## src/rtl/ram_bus_arbiter.sv

```systemverilog
// ram_bus_arbiter: round-robin IF/LS arbiter that serialises 1/2/4-byte transfers onto a byte-wide RAM port
module ram_bus_arbiter #(
  parameter int ADDR_W = 32
) (
  input  logic              clk,
  input  logic              rst,
  input  logic              rdy,
  input  logic              flush,
  input  logic              if_req,
  input  logic [ADDR_W-1:0] if_addr,
  output logic              if_done,
  output logic [31:0]       if_data,
  input  logic              ls_req,
  input  logic              ls_we,
  input  logic [1:0]        ls_size,
  input  logic              ls_signed,
  input  logic [ADDR_W-1:0] ls_addr,
  input  logic [31:0]       ls_wdata,
  output logic              ls_done,
  output logic [31:0]       ls_rdata,
  input  logic [7:0]        ram_din,
  output logic [7:0]        ram_dout,
  output logic [ADDR_W-1:0] ram_a,
  output logic              ram_wr
);
  typedef enum logic [1:0] {IDLE, READ, WRITE} state_t;
  state_t state, state_n;
  logic [2:0] cnt, n, off;
  logic [ADDR_W-1:0] base;
  logic [1:0] size;
  logic [31:0] wdata, buf_q, buf_n, ext;
  logic own_if, sgn, last_if, if_done_q, ls_done_q;
  logic if_ok, ls_ok, grant, pick_if, last_rd, last_wr;
  assign if_ok = if_req && !if_done_q && !flush;
  assign ls_ok = ls_req && !ls_done_q;
  assign grant = if_ok || ls_ok;
  assign pick_if = if_ok && (!ls_ok || !last_if);
  assign last_rd = cnt == n;
  assign last_wr = cnt == n - 3'd1;
  assign off = state == READ && last_rd ? n - 3'd1 : cnt;
  assign ram_a = state == IDLE ? '0 : base + ADDR_W'(off);
  assign ram_wr = rdy && state == WRITE;
  assign ram_dout = state == WRITE ? wdata[{cnt[1:0], 3'b000} +: 8] : 8'd0;
  assign if_done = if_done_q && rdy;
  assign ls_done = ls_done_q && rdy;
  assign ext = size == 2'd0 ? {{24{sgn & buf_n[7]}}, buf_n[7:0]} :
               size == 2'd1 ? {{16{sgn & buf_n[15]}}, buf_n[15:0]} : buf_n;
  always_comb begin
    buf_n = buf_q;
    if (cnt != 3'd0) buf_n[{cnt[1:0] - 2'd1, 3'b000} +: 8] = ram_din;
  end
  always_comb begin
    state_n = state;
    case (state)
      IDLE:    state_n = grant ? (!pick_if && ls_we ? WRITE : READ) : IDLE;
      READ:    state_n = (own_if && flush) || last_rd ? IDLE : READ;
      WRITE:   state_n = last_wr ? IDLE : WRITE;
      default: state_n = IDLE;
    endcase
  end
  always_ff @(posedge clk)
    if (rst) state <= IDLE;
    else if (rdy) state <= state_n;
  always_ff @(posedge clk)
    if (rst) begin
      cnt <= 3'd0;
      n <= 3'd0;
      base <= '0;
      size <= 2'd0;
      wdata <= 32'd0;
      buf_q <= 32'd0;
      own_if <= 1'b0;
      sgn <= 1'b0;
      last_if <= 1'b1;
      if_done_q <= 1'b0;
      ls_done_q <= 1'b0;
      if_data <= 32'd0;
      ls_rdata <= 32'd0;
    end else if (rdy) begin
      if_done_q <= 1'b0;
      ls_done_q <= 1'b0;
      cnt <= state == IDLE ? 3'd0 : cnt + 3'd1;
      if (state == IDLE && grant) begin
        own_if <= pick_if;
        last_if <= pick_if;
        base <= pick_if ? if_addr : ls_addr;
        size <= pick_if ? 2'd2 : ls_size;
        n <= pick_if || ls_size[1] ? 3'd4 : ls_size[0] ? 3'd2 : 3'd1;
        sgn <= ls_signed;
        wdata <= ls_wdata;
      end
      if (state == READ) buf_q <= buf_n;
      if (state == READ && last_rd && !(own_if && flush)) begin
        if_done_q <= own_if;
        ls_done_q <= !own_if;
        if (own_if) if_data <= buf_n;
        else ls_rdata <= ext;
      end
      if (state == WRITE && last_wr) ls_done_q <= 1'b1;
    end
endmodule
```

## config.mk

```make
export PLATFORM = sky130hd
export DESIGN_NAME = ram_bus_arbiter
export DESIGN_NICKNAME = d
export VERILOG_FILES = /design/src/rtl/ram_bus_arbiter.sv
export SDC_FILE = /design/constraint.sdc
export NUM_CORES = 1
export LEC_CHECK = 0
export BUFFER_PORTS_ARGS = -buffer_cell sky130_fd_sc_hd__buf_2
export CELL_PAD_IN_SITES_DETAIL_PLACEMENT = 1
export CELL_PAD_IN_SITES_GLOBAL_PLACEMENT = 2
export CORE_MARGIN = 2
export CORE_UTILIZATION = 23
export CTS_CLUSTER_SIZE = 12
export DETAILED_ROUTE_END_ITERATION = 8
export PLACE_DENSITY_LB_ADDON = 0.1
export SYNTH_ARGS = -nofsm -noshare
export SYNTH_HDL_FRONTEND = slang
export SYNTH_SLANG_ARGS = --single-unit
```

## constraint.sdc

```tcl
create_clock -name clk -period 3.1 [get_ports clk]
set_input_delay 0.31 -clock clk [delete_from_list [all_inputs] [get_ports clk]]
set_output_delay 0.31 -clock clk [all_outputs]
set_load 0.05 [all_outputs]
```

==> key figures, run 1 <==
Job
  • Maximum capacitance violations: 0

CTS
  • Cts hold-fix bufs: 0
  • Root Buffer: clkbuf_16
  • Num CTS Buffers: 17
  • TritonCTS clock tree: yes
  • Clk slew on worst S/H paths: 70 ps
  • CTS H-Tree Depth: 4
  • Clock Path Buffers: 2
  • Clock Sinks: 174
  • Clk Latency, worst-skew pair: 440 ps

Critical path
  • CP Max Fanout: 6
  • Startpoint class of the critical path: flop
  • Slowest CP cell: fa_2
  • Setup crit end kind: output port
  • Crit Path Class: reg -> out
  • Crit-path cells: xnor2_2, nand4_1, buf_6, nand2_4, o21ai_4, ha_4, fa_2, a21oi_4, nor2_4, buf_6, buf_12, nand4_1, xor2_2, nor2_4, buf_6
  • Delay-heaviest family, CP: buffers and inverters
  • Most frequent CP cell: buf_6
  • Max stage delay on crit path: 370 ps
  • Critical path arrival: 2930 ps
  • CP Data Required Time: about 2800 ps
  • WP buf/inv: 4

Layout
  • FF/Latch Area: 0.00349 sq mm
  • # nets final: approximately 1300
  • Fin area: 0.0114 sq mm
  • P&R area growth vs syn: 37.1%
  • Most common cell after layout, fill and taps aside: buf_2
  • Layout cells sized above 1: between 30% and 40%
  • # fillers: about 4200
  • Multi-input gate area: a little under 0.005 sq mm
  • Most frequent cells in the layout: buf_2 (192), dfxtp_1 (169), nor2_1 (142), nand2_1 (122), a211oi_1 (89)
  • Fin util: between 30% and 40%

Run status
  • Status: complete, but fails checks
  • Failing checks: setup timing

Detailed routing
  • Drt initial violations: ~270
  • Routed via count: 7706
  • Wire per inst: 17.6 microns
  • Vias per std cell: 4.64
  • Routed Antenna Nets: 0
  • Iteration count of the initial detailed-routing pass: 4
  • Final wirelength: 29.2 mm
  • DRC viols: 0

GRT
  • Initial antenna violation count: 3
  • First-pass GRT wire length: 46.4 mm
  • Pin count of the biggest net entering global routing: 78
  • Vias in the first global route: around 7900
  • Gr ovfl total: 0
  • Total track usage: 15.7%

Floorplanning
  • Horiz. Die Dim: 194 microns
  • Chip height: slightly below 200 microns
  • Core Rows: 69
  • Placeable Area: 0.0356 sq mm
  • Die ar.: 0.0377 sq mm
  • Starting Density: 23.4%
  • IO Count: 221

Logic synthesis
  • Post-synth EDFFs: 0
  • Netlist cell types: 53
  • Net count after synthesis: 1103
  • FF+latch count, synth: 174
  • Sequential area share after synthesis: approximately two fifths
  • Post-synthesis async set-or-reset flop share: 0%
  • Mapped Avg Cell Area: approximately 8.5 sq um
  • Cells after synthesis: 978
  • Post-Synthesis Cell Area: 0.00832 sq mm
  • Ys flop type: dfxtp_1
  • YS warnings: 0

Worst hold path
  • Worst Hold Class: in -> reg

Placement
  • Hpwl dp: between 20 and 25 mm
  • PortBufs: 220
  • Post-place instance area: 0.0100 sq mm
  • Routability cong.: 0.697

STA
  • Hold_ws: 107 ps
  • Max Slew Vio Count: 0
  • Final Skew: 9.05 ps
  • Max-slew headroom: roughly two fifths
  • Hold violation count in the final report: 0
  • Post-layout minimum cycle time: about 3200 ps
  • Final cycle utilization of the critical path: 105%
  • RSZ-0062 raised after global routing: yes
  • Final setup fails: 19
  • Final WS setup: -140 ps
  • Worst slew pin tran: 868 ps
  • Fmax: 309 MHz

Power
  • Static Leak: 4.34 nW
  • Max IR drop VDD: 0.390 mV
  • PwrDens: slightly below 500 mW/mm^2
[cell type report]
type / instances / area share (%)
antenna: 1 / 0.0220
tap: 461 / 5.06
timing repair buffer: 270 / 15.3
sequential: 174 / 30.6
clock buffer: 22 / 4.25
inverter: 7 / 0.231
clock inverter: 8 / 1.14
multi-input combinational: 718 / 43.3
[through the flow]
| step | power, mW | setup slack [ps] | cells | TNS [ps] |
|---|---|---|---|---|
| final | 5.62 | -140 | 1661 | -1460 |
| after global placement | 3.32 | 31.3 | 1609 | 0 |
| after global routing | 5.91 | -294 | 1661 | -5930 |
| after detailed placement | 3.32 | -35.0 | 1609 | -45.8 |
| after CTS | 5.70 | -192 | 1649 | -3030 |
| after floorplan | 3.03 | -43.4 | 978 | -43.4 |
[state kept, by name, indices dropped and copies added, names as in the netlist]
signal / count
base: 32
buf_q: 32
if_data: 32
ls_rdata: 32
wdata: 32
cnt: 3
n: 3
state: 2
if_done_q: 1
last_if: 1
ls_done_q: 1
own_if: 1
sgn: 1
size: 1
[worst register-to-register path, cell delays in order, from the launching register on]
cell	delay [ps]
dfxtp_2	350
buf_4	330
inv_1	160
ha_1	290
nand2b_4	200
a21bo_2	180
a211oi_2	80
nor2b_1	690
a211oi_1	160
[cells in the mapped netlist, drive strengths merged (2+ instances only)]
cell | number | share of area, %
dfxtp | 174 | 42
nor2 | 164 | 7.4
nand2 | 126 | 5.7
a211oi | 98 | 9.4
a21oi | 57 | 3.5
clkbuf | 40 | 1.8
mux2i | 40 | 4.8
buf | 39 | 2.6
nand3 | 24 | 1.5
xor2 | 21 | 2.2
nand2b | 18 | 1.4
a311oi | 17 | 1.8
nand4 | 15 | 1.1
o21ai | 15 | 0.90
a22oi | 14 | 1.3
and2 | 12 | 0.90
nor2b | 12 | 0.90
xnor2 | 12 | 1.4
a21boi | 10 | 0.90
ha | 10 | 1.5
a31oi | 8 | 0.60
and3 | 8 | 0.60
mux4 | 8 | 2.2
inv | 7 | 0.32
nor3 | 6 | 0.54
a211o | 2 | 0.21
and4 | 2 | 0.21
nor4 | 2 | 0.23
nor4b | 2 | 0.39
or2 | 2 | 0.15
or3 | 2 | 0.15
[final timing paths]
| path | cells past startpoint | endpoint | from | slack (ps) |
|---|---|---|---|---|
| setup / recovery | 15 | ram_a[24] | n[1] | -140 |
| hold / removal | 3 | wdata[17] | ls_wdata[17] | 110 |
| setup reg to reg | 8 | ls_rdata[8] | cnt[0] | 520 |
| hold reg to reg | 2 | wdata[8] | wdata[8] | 450 |
[per-layer routing]
metal	global-route usage, %	wire length, microns
met3	2.99	1200
met1	22.1	14400
met4	4.18	287
met2	24.4	13300
met5	0	27
[kinds of logic (layout without fill, tap and decap cells)]
logic type / count (synthesis) / in the layout / share of synthesized area [%]
other cells: 0 / 1 / 0
xor+xnor: 34 / 34 / 3.94
simple gates: 398 / 398 / 21.5
fa+ha+maj: 11 / 11 / 1.75
buf+inv: 86 / 307 / 4.71
compound gates: 227 / 227 / 19.2
flops: 174 / 174 / 41.9
mux: 48 / 48 / 6.98
[where the power goes]
part / leakage [nW] / internal, mW / switching, mW / total [mW]
registers: 1.42 / 2.34 / 0.100 / 2.44
clock network: 0.291 / 1.35 / 0.941 / 2.29
logic: 2.63 / 0.332 / 0.559 / 0.891
[repair_timing]
action / CTS / global route
gates cloned: 1 / 1
pin swaps: 26 / 25
setup buffers: 10 / 11
setup endpoints to repair: 29 / 27
gates resized for setup: 89 / 49
No activity file was read; power rests on OpenSTA's default activity.
==> run 2: changes to the inputs <==
- GPL_ROUTABILITY_DRIVEN: unset -> 0
- MAX_ROUTING_LAYER: unset -> met4
==> run 2 against run 1 <==
Effect of this change:
- the flow still finishes with violations (setup timing)
- critical endpoint unchanged
- critical path depth is the same
- cell count is 0.12% higher
- sequential share of layout area barely moved
- clock skew about the same
- utilization about the same
- register-to-register slack got worse by 30 ps
- setup slack gained 0.94 ps
- sequential cell count unchanged
- first-iteration DRC count down 4.5%
- total power is essentially flat
- global-route usage increased by 0.46 points
- via count down 0.21%
==> key figures, run 2 (synthesis results as in run 1) <==
Job
  • Maximum capacitance violations: 0 (unchanged)

Critical path
  • Reg2reg end: ls_rdata[8]
  • Most frequent CP cell: buf_6
  • R2r setup slk: 490 ps (-30 ps)
  • CP Data Required Time: 2790 ps (about the same)
  • CP Depth: 15 (unchanged)
  • Crit-path cells: xnor2_2, nand4_1, buf_6, nand2_4, o21ai_4, ha_4, fa_2, a21oi_4, nor2_4, buf_6, buf_12, nand4_1, xor2_2, nor2_4, buf_6
  • WP buf/inv: 4 (unchanged)
  • Reg2reg start: cnt[0]
  • Startpoint class of the critical path: flop
  • Max stage delay on crit path: 370 ps (about the same)
  • CP Max Fanout: 6 (unchanged)
  • Delay-heaviest family, CP: buffers and inverters
  • Critical path arrival: 2930 ps (about the same)
  • Setup crit end kind: output port
  • Reg2reg path depth: 8 (unchanged)
  • Crit Path Class: reg -> out
  • Slowest CP cell: fa_2

CTS
  • Num CTS Buffers: 17 (unchanged)
  • Clock Sinks: 174 (unchanged)
  • TritonCTS clock tree: yes
  • Root Buffer: clkbuf_16
  • Clock Path Buffers: 2 (unchanged)
  • Clk slew on worst S/H paths: 70 ps (about the same)
  • Clk Latency, worst-skew pair: 440 ps (about the same)
  • CTS H-Tree Depth: 4 (unchanged)

Power
  • PwrDens: 493 mW/mm^2 (about the same)
  • Static Leak: 4.34 nW (about the same)
  • Max IR drop VDD: 0.388 mV (-0.43%)

Layout
  • Most frequent cells in the layout: buf_2 (192), dfxtp_1 (169), nor2_1 (142), nand2_1 (122), a211oi_1 (89)
  • FF/Latch Area: 0.00349 sq mm (unchanged)
  • Fin area: 0.0114 sq mm (about the same)
  • Most common cell after layout, fill and taps aside: buf_2
  • # nets final: 1313 (unchanged)
  • Fin util: 32.1% (about the same)
  • Multi-input gate area: 0.00494 sq mm (unchanged)
  • P&R area growth vs syn: 37.1% (about the same)
  • # fillers: 4188 (unchanged)
  • Layout cells sized above 1: 33.7% (unchanged)

Floorplanning
  • Starting Density: 23.4% (unchanged)
  • Chip height: 194 microns (unchanged)
  • Placeable Area: 0.0356 sq mm (unchanged)
  • Core Rows: 69 (unchanged)
  • Die ar.: 0.0377 sq mm (unchanged)
  • IO Count: 221 (unchanged)
  • Horiz. Die Dim: 194 microns (unchanged)

STA
  • RSZ-0062 raised after global routing: yes
  • Fmax: 309 MHz (about the same)
  • Final cycle utilization of the critical path: 104% (about the same)
  • Max Slew Vio Count: 0 (unchanged)
  • Max-slew headroom: 39.9% (-2.1 points)
  • Hold_ws: 108 ps (+0.494 ps)
  • Final Skew: 9.13 ps (+0.0827 ps)
  • Post-layout minimum cycle time: 3240 ps (-0.943 ps)
  • Hold violation count in the final report: 0 (unchanged)
  • Worst slew pin tran: 900 ps (+31.2 ps)
  • Final setup fails: 19 (unchanged)
  • Fin Setup TNS: -1420 ps (+37.9 ps)
  • Final WS setup: -139 ps (+0.943 ps)

Worst hold path
  • Worst hold start: ls_wdata[17]
  • Hold Path Depth: 3 (unchanged)
  • Hold endpoint: wdata[17]
  • Worst Hold Class: in -> reg

Placement
  • Post-place instance area: 0.0100 sq mm (unchanged)
  • Placement Setup Slack: -35.0 ps (unchanged)
  • Hpwl dp: 20.4 mm (unchanged)
  • PortBufs: 220 (unchanged)

Detailed routing
  • Drt initial violations: 257 (-4.5%)
  • DRC viols: 0 (unchanged)
  • Wire per inst: 17.6 microns (about the same)
  • Routed Antenna Nets: 0 (unchanged)
  • Iteration count of the initial detailed-routing pass: 5 (+1)
  • Routed via count: 7690 (-0.21%)
  • Vias per std cell: 4.62 (-0.33%)
  • Final wirelength: 29.3 mm (+0.20%)

Run status
  • Failing checks: setup timing
  • Status: complete, but fails checks

GRT
  • Pin count of the biggest net entering global routing: 78 (unchanged)
  • Gr ovfl total: 0 (unchanged)
  • Total track usage: 16.1% (+0.46 points)
  • Initial antenna violation count: 3 (unchanged)
  • Vias in the first global route: 7896 (-0.063%)
  • First-pass GRT wire length: 46.3 mm (about the same)
[run 2: cell types whose count changed in the layout (fill, tap and decap cells not counted)]
cell,previous run,this run
diode_2,1,3
[run 2: worst register-to-register path: stages, from the launching register on]
cell      delay, ps
dfxtp_2         350
buf_4           340
inv_1           160
ha_1            290
nand2b_4        200
a21bo_2         180
a211oi_2         80
nor2b_1         710
a211oi_1        160
[run 2: stage by stage]
| stage | std cells | total power [mW] |
|---|---|---|
| after floorplan | 978 | 3.03 |
| after global placement | 1609 | 3.32 |
| after detailed placement | 1609 | 3.32 |
| after CTS | 1649 | 5.70 |
| after global routing | 1663 | 5.90 |
| final | 1663 | 5.62 |
[run 2: per-layer routing]
layer  wire length, microns  track usage (%)  vias to the layer above
met3                   1160             2.85                       12
met5                      0                -                        -
met2                  13300             24.4                      154
met4                    280             4.18                        0
li1                       -                -                     3854
met1                  14500             22.2                     3670
[run 2: worst max path at each step]
| stage | slack [ps] | endpoint | start |
|---|---|---|---|
| 2_1_floorplan | -40 | ram_a[31] | n[2] |
| 3_3_place_gp | 30 | ram_a[29] | n[1] |
| 3_5_place_dp | -40 | ram_a[29] | n[1] |
| 4_1_cts | -190 | ram_a[28] | cnt[0] |
| 5_1_grt | -290 | ram_a[24] | n[0] |
| 6_report | -140 | ram_a[24] | n[1] |
[run 2: area by class of cell]
cell class	instances	area share [%]
inverters	7	0.230
clock inverters	8	1.14
clock buffers	22	4.25
repair buffers	270	15.3
flip-flops and latches	174	30.6
diodes	3	0.0658
multi-input cells	718	43.3
well taps	461	5.06
[run 2: what timing repair did]
action	4_1_cts	5_1_grt
gates resized for setup	89	49
cloned	1	1
setup endpoints to repair	29	27
buffers inserted	10	11
hold buffers	0	0
hold endpoints to repair	0	0
pin swaps	26	25
[run 2: power breakdown]
group          leakage (nW)  switching [mW]  internal, mW  total [mW]
clock network         0.291           0.939          1.35        2.29
registers              1.42           0.100          2.34        2.44
logic                  2.63           0.560         0.332       0.892
